<file path="src/rtl/uart_tx_arb.sv">
// Round-robin, packet-locking arbiter that feeds one byte at a time from
// NUM_REQ requesters into a single uart_tx; a stalled packet owner is released after HOLD_TIMEOUT cycles.
module uart_tx_arb #(
    parameter int NUM_REQ      = 4,
    parameter int DATA_W       = 8,
    parameter int HOLD_TIMEOUT = 16,
    localparam int ID_W        = (NUM_REQ > 1) ? $clog2(NUM_REQ) : 1
) (
    input  logic                      clk_i,
    input  logic                      rst_i,
    input  logic                      arb_en_i,
    input  logic [NUM_REQ-1:0]        req_valid_i,
    input  logic [NUM_REQ*DATA_W-1:0] req_data_i,
    input  logic [NUM_REQ-1:0]        req_last_i,
    output logic [NUM_REQ-1:0]        req_ready_o,
    input  logic                      tx_busy_i,
    output logic                      tx_start_o,
    output logic [DATA_W-1:0]         tx_data_o,
    output logic                      gnt_valid_o,
    output logic [ID_W-1:0]           gnt_id_o,
    output logic                      pkt_abort_o
);

    typedef enum logic [2:0] {
        ST_IDLE      = 3'd0,
        ST_START     = 3'd1,
        ST_SETTLE    = 3'd2,
        ST_WAIT_DONE = 3'd3,
        ST_HOLD      = 3'd4
    } state_t;

    state_t              state_q;
    logic [ID_W-1:0]     rr_ptr_q;
    logic [ID_W-1:0]     gnt_id_q;
    logic [DATA_W-1:0]   tx_data_q;
    logic [NUM_REQ-1:0]  req_ready_q;
    logic                tx_start_q;
    logic                gnt_valid_q;
    logic                pkt_abort_q;
    logic                last_q;
    logic [7:0]          hold_cnt_q;

    logic                win_vld_d;
    logic [ID_W-1:0]     win_id_d;
    logic [ID_W-1:0]     cand_id;
    logic [DATA_W-1:0]   win_data_s;
    logic [DATA_W-1:0]   own_data_s;
    logic [ID_W-1:0]     nxt_ptr_s;
    logic [7:0]          hold_inc_s;

    function automatic logic [NUM_REQ-1:0] onehot(input logic [ID_W-1:0] id);
        logic [NUM_REQ-1:0] m;
        m     = '0;
        m[id] = 1'b1;
        return m;
    endfunction

    // Round-robin search: descending scan so the lowest offset from rr_ptr wins.
    always_comb begin
        win_vld_d = 1'b0;
        win_id_d  = '0;
        cand_id   = '0;
        for (int k = NUM_REQ - 1; k >= 0; k--) begin
            if (int'(rr_ptr_q) + k >= NUM_REQ) begin
                cand_id = ID_W'(int'(rr_ptr_q) + k - NUM_REQ);
            end else begin
                cand_id = ID_W'(int'(rr_ptr_q) + k);
            end
            if (req_valid_i[cand_id]) begin
                win_vld_d = 1'b1;
                win_id_d  = cand_id;
            end
        end
    end

    assign win_data_s = req_data_i[int'(win_id_d)*DATA_W +: DATA_W];
    assign own_data_s = req_data_i[int'(gnt_id_q)*DATA_W +: DATA_W];
    assign nxt_ptr_s  = (gnt_id_q == ID_W'(NUM_REQ - 1)) ? '0 : gnt_id_q + ID_W'(1);
    assign hold_inc_s = hold_cnt_q + 8'd1;

    // Arbitration FSM with all handshake outputs registered.
    always_ff @(posedge clk_i) begin
        if (rst_i) begin
            state_q     <= ST_IDLE;
            rr_ptr_q    <= '0;
            gnt_id_q    <= '0;
            tx_data_q   <= '0;
            req_ready_q <= '0;
            tx_start_q  <= 1'b0;
            gnt_valid_q <= 1'b0;
            pkt_abort_q <= 1'b0;
            last_q      <= 1'b0;
            hold_cnt_q  <= 8'd0;
        end else begin
            tx_start_q  <= 1'b0;
            req_ready_q <= '0;
            pkt_abort_q <= 1'b0;
            case (state_q)
                ST_IDLE: begin
                    gnt_valid_q <= 1'b0;
                    if (arb_en_i && !tx_busy_i && win_vld_d) begin
                        gnt_id_q    <= win_id_d;
                        tx_data_q   <= win_data_s;
                        last_q      <= req_last_i[win_id_d];
                        tx_start_q  <= 1'b1;
                        req_ready_q <= onehot(win_id_d);
                        gnt_valid_q <= 1'b1;
                        state_q     <= ST_START;
                    end
                end
                ST_START: begin
                    state_q <= ST_SETTLE;
                end
                // uart_tx raises busy one cycle after tx_start, so busy is not trusted here.
                ST_SETTLE: begin
                    state_q <= ST_WAIT_DONE;
                end
                ST_WAIT_DONE: begin
                    if (!tx_busy_i) begin
                        if (last_q) begin
                            rr_ptr_q    <= nxt_ptr_s;
                            gnt_valid_q <= 1'b0;
                            state_q     <= ST_IDLE;
                        end else begin
                            hold_cnt_q <= 8'd0;
                            state_q    <= ST_HOLD;
                        end
                    end
                end
                ST_HOLD: begin
                    if (hold_cnt_q == 8'(HOLD_TIMEOUT)) begin
                        rr_ptr_q    <= nxt_ptr_s;
                        gnt_valid_q <= 1'b0;
                        state_q     <= ST_IDLE;
                    end else if (!arb_en_i) begin
                        state_q <= ST_HOLD;
                    end else if (req_valid_i[gnt_id_q]) begin
                        tx_data_q   <= own_data_s;
                        last_q      <= req_last_i[gnt_id_q];
                        tx_start_q  <= 1'b1;
                        req_ready_q <= onehot(gnt_id_q);
                        hold_cnt_q  <= 8'd0;
                        state_q     <= ST_START;
                    end else begin
                        // Abort pulse lands on the cycle the counter shows the timeout value.
                        hold_cnt_q  <= hold_inc_s;
                        pkt_abort_q <= (hold_inc_s == 8'(HOLD_TIMEOUT));
                    end
                end
                default: begin
                    gnt_valid_q <= 1'b0;
                    state_q     <= ST_IDLE;
                end
            endcase
        end
    end

    assign req_ready_o = req_ready_q;
    assign tx_start_o  = tx_start_q;
    assign tx_data_o   = tx_data_q;
    assign gnt_valid_o = gnt_valid_q;
    assign gnt_id_o    = gnt_id_q;
    assign pkt_abort_o = pkt_abort_q;

endmodule

</file>
<file path="config.mk">
export PLATFORM = sky130hd
export DESIGN_NAME = uart_tx_arb
export DESIGN_NICKNAME = d
export VERILOG_FILES = /design/src/rtl/uart_tx_arb.sv
export SDC_FILE = /design/constraint.sdc
export NUM_CORES = 1
export LEC_CHECK = 0
export ABC_CLOCK_PERIOD_IN_PS = 2900
export CAP_MARGIN = 5
export CORE_ASPECT_RATIO = 1.75
export CORE_MARGIN = 2
export CORE_UTILIZATION = 47
export CTS_CLUSTER_DIAMETER = 60
export DETAILED_ROUTE_END_ITERATION = 8
export GPL_ROUTABILITY_DRIVEN = 0
export PLACE_DENSITY = 0.8
export REMOVE_ABC_BUFFERS = 1
export SYNTH_ARGS = -nofsm -noshare
export SYNTH_HDL_FRONTEND = slang
export SYNTH_SLANG_ARGS = --single-unit
</file>
<file path="constraint.sdc">
create_clock -name clk_i -period 2.9 [get_ports clk_i]
set_input_delay 0.58 -clock clk_i [delete_from_list [all_inputs] [get_ports clk_i]]
set_output_delay 0.58 -clock clk_i [all_outputs]
set_load 0.01 [all_outputs]
</file>
After elaboration in Yosys (flattened, before gate mapping)
Cells that the tools add are included.
{"block": "op_classes", "addsub": 9, "mul": 0, "div": 0, "order_cmp": 12, "eq_ne": 16, "n_shift": 2, "n_mux": 72, "bitwise": 3, "reduce_logical": 16}
{"op": "two-way mux 8 bit", "count": 9}
{"op": "indexed part select 32 x 6 -> 8 bit", "count": 2}
{"op": "case mux 8 bit (2 select lines)", "count": 2}
{"op": "two-way mux 1 bit", "count": 24}
{"op": "two-way mux 2 bit", "count": 12}
{"op": "< comparator 2 x 3 -> 1 bit, second input constant", "count": 6}
{"op": "two-way mux 3 bit", "count": 6}
{"op": "== test 8 x 5 -> 1 bit, second input constant", "count": 2}
{"op": "two-way mux 4 bit", "count": 4}
{"op": "!= test 2 bit, second input constant", "count": 8}
{"op": "case mux 3 bit (5 select lines)", "count": 1}
{"op": "binary-select mux 1 bit (select 2 bit)", "count": 7}
{"op": "AND reduction 5 bit", "count": 2}
{"op": ">= comparator 3 bit, second input constant", "count": 3}
{"op": "adder 8 x 1 -> 8 bit, second input constant", "count": 1}
{"op": "case mux 4 bit (2 select lines)", "count": 1}
{"op": "AND reduction 4 bit", "count": 2}
{"op": "subtractor 2 x 1 -> 2 bit, second input constant", "count": 4}
{"op": "adder 2 x 2 -> 3 bit, second input constant", "count": 2}
{"op": "== test 3 x 2 -> 1 bit, second input constant", "count": 2}
{"op": "OR reduction 5 bit", "count": 1}
{"op": "demux 1 bit (select 2 bit)", "count": 2}
{"op": ">= comparator 2 x 1 -> 1 bit, second input constant", "count": 2}
{"op": "logical AND 1 bit", "count": 4}
{"op": "17 further kinds", "count": 21}
{"block": "totals", "register_bits": 31, "latch_bits": 0, "ramBits": 0, "romBits": 0, "input_bits": 44, "out_inout_bits": 17, "elab_cells": 140, "mem_count": 0}

Longest topological paths before layout
Gate-level depths: netlist (run 1).
{"block": "logic_depth", "depth_word": 15, "depth_mapped": 9, "ltp_nobuf": 8}

Worst setup path after synthesis (run 1)
OpenSTA, ideal clock, no wires.
{"block": "synth_path", "path_type": "in2reg", "startpoint": "input req_valid_i[2]", "endpoint": "register tx_data_q[6] (netlist: tx_data_o[6])", "setup_ns": 0.100, "t_arrival_ns": 2.061, "required_ns": 2.800, "setup_slack_ns": 0.739, "cell_stages": 7, "n_path_buf": 1, "path_cell_list": "and2b_1 > a311oi_1 > o31ai_4 > buf_8 > mux2i_1 > and2_4 > a2111oi_4"}
{"block": "synth_via", "elab_chain_cells": 9, "elab_cells_between_ends": 25, "cone_classes": "2 x eq/ne; 1 x shift; 20 x mux; 2 x reduce/logical"}
{"item": "start: declaration", "line_no": "12", "text": "input logic [NUM_REQ-1:0] req_valid_i,"}
{"item": "binary-select mux 1 bit (select 2 bit)", "line_no": "69", "text": "if (req_valid_i[cand_id]) begin"}
{"item": "two-way mux 1 bit (not written as such)", "line_no": "69"}
{"item": "two-way mux 2 bit / two-way mux 1 bit (equally long branches) (4 in series)", "line_no": "69"}
{"item": "indexed part select 32 x 6 -> 8 bit / logical AND 1 bit (equally long branches)", "line_no": "76, 101"}
{"item": "two-way mux 8 bit / != test 2 bit (equally long branches)"}
{"item": "case mux 8 bit (2 select lines) / AND reduction 5 bit (equally long branches)"}
{"item": "end signal: assignment", "line_no": "103", "text": "tx_data_q <= win_data_s;"}
{"item": "end signal: assignment", "line_no": "138", "text": "tx_data_q <= own_data_s;"}
{"item": "end: declaration", "line_no": "35", "text": "logic [DATA_W-1:0] tx_data_q;"}
Parallel ways exist; a longest one is shown, timed or not. The select of a mux whose other input is x is not followed.
A chain may end at the register's enable or synchronous reset.

Worst setup path in the final report (run 1)
{"block": "layout_path", "startpoint": "input req_valid_i[2]", "endpoint": "register tx_data_q[1] (netlist: tx_data_o[1])"}
The elaborated chain is that of the path after synthesis.

==> key figures, run 1 <==
STA
  – Slew @ Worst Pin: 0.5994 ns
  – Period minus WS final: 2.566 ns
  – Final setup skew: 0.007984 ns
  – Post-route worst setup slack: 0.3343 ns
  – TNS Setup: 0 ns
  – Relative slew slack: 60.00%
  – Post-route clock period utilization: 88.47%
  – Max Clk Rate: 0.3898 GHz
  – Final setup vio count: 0
  – Hold Vio Cnt, Final: 0
  – RSZ-0062 raised after global routing: no
  – Fin. max-slew vios: 0

Route
  – Drt total wl: 5.250 mm
  – Post-route ant nets: 0
  – Starting DRT DRC Count: 22
  – First-pass DRT Iterations: 4
  – Via count: 1916
  – Vias/cell: 5.635
  – DRC: 0
  – Drt wl/cell: 15.44 um

Placed design
  – DP HPWL: 4.144 mm
  – # placed instances: 331
  – Placed cell area: 0.002674 sq mm
  – Buffers on Ports: 60
  – Setup WS pre-CTS: -0.2746 ns

GRT
  – Largest net degree at the start of global routing: 18
  – GRT Residual Overflow: 0
  – First-pass GRT wire length: 8.342 mm
  – Gr usage total: 23.18%
  – Vias in the first global route: 1863
  – Initial antenna violation count: 0

Synth
  – Warnings from Yosys: 0
  – Top post-synthesis cells by area: dfxtp_1 (31%), mux2i_1 (10%), nor2_1 (7.0%), a2111oi_2 (5.3%), a21oi_1 (3.8%)
  – Most common cell in the netlist: nor2_1
  – Synth Flop Type: dfxtp_1
  – Syn avg cell area: 9.044 sq um
  – Cell count after synthesis: 219
  – Post-synthesis register bit count: 31
  – Netlist cell types: 52
  – Synth cell count leaders: nor2_1 (37), dfxtp_1 (31), mux2i_1 (20)
  – Ys async rst share: 0%
  – Synthesized cell area: 0.001981 sq mm
  – Sequential share of the synthesized area: 31.33%
  – Yosys top cell area share: 31.33%
  – Number of enable flip-flop cells after synthesis: 0
  – Dominant cell type by area after synthesis: dfxtp_1

Setup path
  – Worst Path Arrival: 2.74 ns
  – Startpoint types: input pin
  – Worst R2R Path Depth: 6
  – Crit path max fanout: 8
  – CP Capture Type: register
  – Crit Path Category: input pin to register
  – Worst Path Required: 3.08 ns

Layout
  – Finished Layout Cells: 340
  – Final Cell Area: 0.002781 sq mm
  – Layout cells sized above 1: 15.12%
  – # diodes: 0
  – Fin util: 67.65%
  – Synth-to-layout area growth: 40.43%
  – Filler cells: 361
  – Final nets: 342

Clock network
  – TritonCTS clock tree: built
  – CTS Sinks: 31
  – CTS buffer count: 5
  – Hold_buf cts: 0
  – Clock tree buffer depth: 2
  – CTS resizes: 0
  – CTS H-tree depth: 2
  – Root Buffer: clkbuf_8
  – Later-pin clock latency in the skew report: 0.28 ns
  – Reg clk slew, reported paths: 0.06 ns
  – Postcts setup bufs: 0

Floorplan
  – IO Pins: 61
  – Starting Density: 48.17%
  – Core region area: 0.004111 sq mm
  – DIE WIDTH: 53.07 um
  – Core Rows: 31
  – Full die area: 0.004770 sq mm
  – DIE HEIGHT: 89.88 um

Power and ir drop
  – Pwr Density: 418.3 mW/mm^2
  – Leak pwr: 0.9650 nW
  – Worst vdd ir: 0.3654 mV

Min path
  – Hold Path Class: register to register
  – Worst Hold Depth: 1

Outcome
  – Status: finished, final reports clean

Run
  – Max cap viols: 0
==> metal layers <==
layer	track usage (%)	vias to the layer above	share of wire (%)
li1	-	948	-
met1	22.39	905	36
met2	42.81	49	56
met3	3.322	14	3.4
met4	13.89	0	4.0
met5	0	-	0
==> power by group <==
part	switching (W)	internal (W)	total, W
logic	0.000166	0.000193	0.000359
clock network	0.000147	0.000159	0.000306
registers	0.0000381	0.000461	0.000499
==> layout make-up <==
cell class	instances	area, sq um	area share [%]
Timing Repair Buffer	74	718.2	25.82
Multi-Input combinational cell	174	1286	46.24
Tap cell	49	61.31	2.204
Inverter	6	22.52	0.8097
Sequential cell	31	620.6	22.31
Clock buffer	6	72.57	2.609
==> critical path, cell delays in order <==
cell             delay, ns
clkdlybuf4s50_1       0.47
buf_4                 0.17
mux4_2                0.52
o2111a_2              0.25
nor2_4                0.14
a211oi_2              0.10
and2_1                0.19
a2111oi_2             0.32
==> path summary, 6_finish.rpt <==
check                        startpoint                    endpoint  slack (ns)
min          hold_cnt_q[7]$_SDFFE_PP0P_  hold_cnt_q[7]$_SDFFE_PP0P_        0.47
min reg2reg  hold_cnt_q[7]$_SDFFE_PP0P_  hold_cnt_q[7]$_SDFFE_PP0P_        0.47
max                      req_valid_i[2]   tx_data_o[1]$_SDFFE_PP0P_        0.33
max reg2reg     state_q[2]$_SDFFE_PP0P_   tx_data_o[6]$_SDFFE_PP0P_        0.57
==> placed cells by master, fill, tap and decap left out, types with 2 or more instances in the layout <==
cell type / instances
o21ai_0: 6
mux4_2: 2
and3_1: 3
clkdlybuf4s50_1: 60
nand3_1: 5
nand2_1: 12
clkbuf_8: 5
nand3b_1: 4
and2_1: 8
dfxtp_1: 31
ha_1: 6
a21oi_1: 15
inv_1: 6
mux2i_1: 20
a211oi_1: 4
buf_4: 13
a2111oi_2: 7
nand2b_1: 4
nor2_1: 37
nor4_1: 2
or3_1: 3
nor3_1: 3
a22oi_1: 5
==> registers in the layout, summed over array words and instances (netlist names) <==
| register | flops |
|---|---|
| gnt_id_o | 2 |
| gnt_valid_o | 1 |
| hold_cnt_q | 8 |
| last_q | 1 |
| pkt_abort_o | 1 |
| req_ready_o | 4 |
| rr_ptr_q | 2 |
| state_q | 3 |
| tx_data_o | 8 |
| tx_start_o | 1 |
==> stage by stage <==
step / power, W / hold slack (ns)
final: 0.001163 / 0.4721
after global routing: 0.001225 / 0.5008
after CTS: 0.001169 / 0.4681
after detailed placement: 0.0008635 / 0.4601
after global placement: 0.0008546 / 0.4522
after floorplan: 0.0006922 / 0.4247
==> cell families (layout without fill, tap and decap cells) <==
| kind of cell | count (synthesis) | after routing | synth area share, % |
|---|---|---|---|
| AOI/OAI and AO/OA | 49 | 49 | 21.35 |
| buffers and inverters | 14 | 86 | 3.727 |
| adders and majority gates | 6 | 6 | 3.790 |
| muxes | 23 | 23 | 12.95 |
| and+or+nand+nor | 96 | 96 | 26.85 |
| DFF | 31 | 31 | 31.33 |
Power figures use the tool's default switching activity.
==> run 2, diff against run 1 <==
--- a/config.mk
+++ b/config.mk
@@ -10,7 +10,7 @@
 export CORE_ASPECT_RATIO = 1.75
 export CORE_MARGIN = 2
 export CORE_UTILIZATION = 47
-export CTS_CLUSTER_DIAMETER = 60
+export CTS_CLUSTER_DIAMETER = 50
 export DETAILED_ROUTE_END_ITERATION = 8
 export GPL_ROUTABILITY_DRIVEN = 0
 export PLACE_DENSITY = 0.8
==> results of run 2 <==
No change in the layout: final DEF, timing and power equal those of run 1.
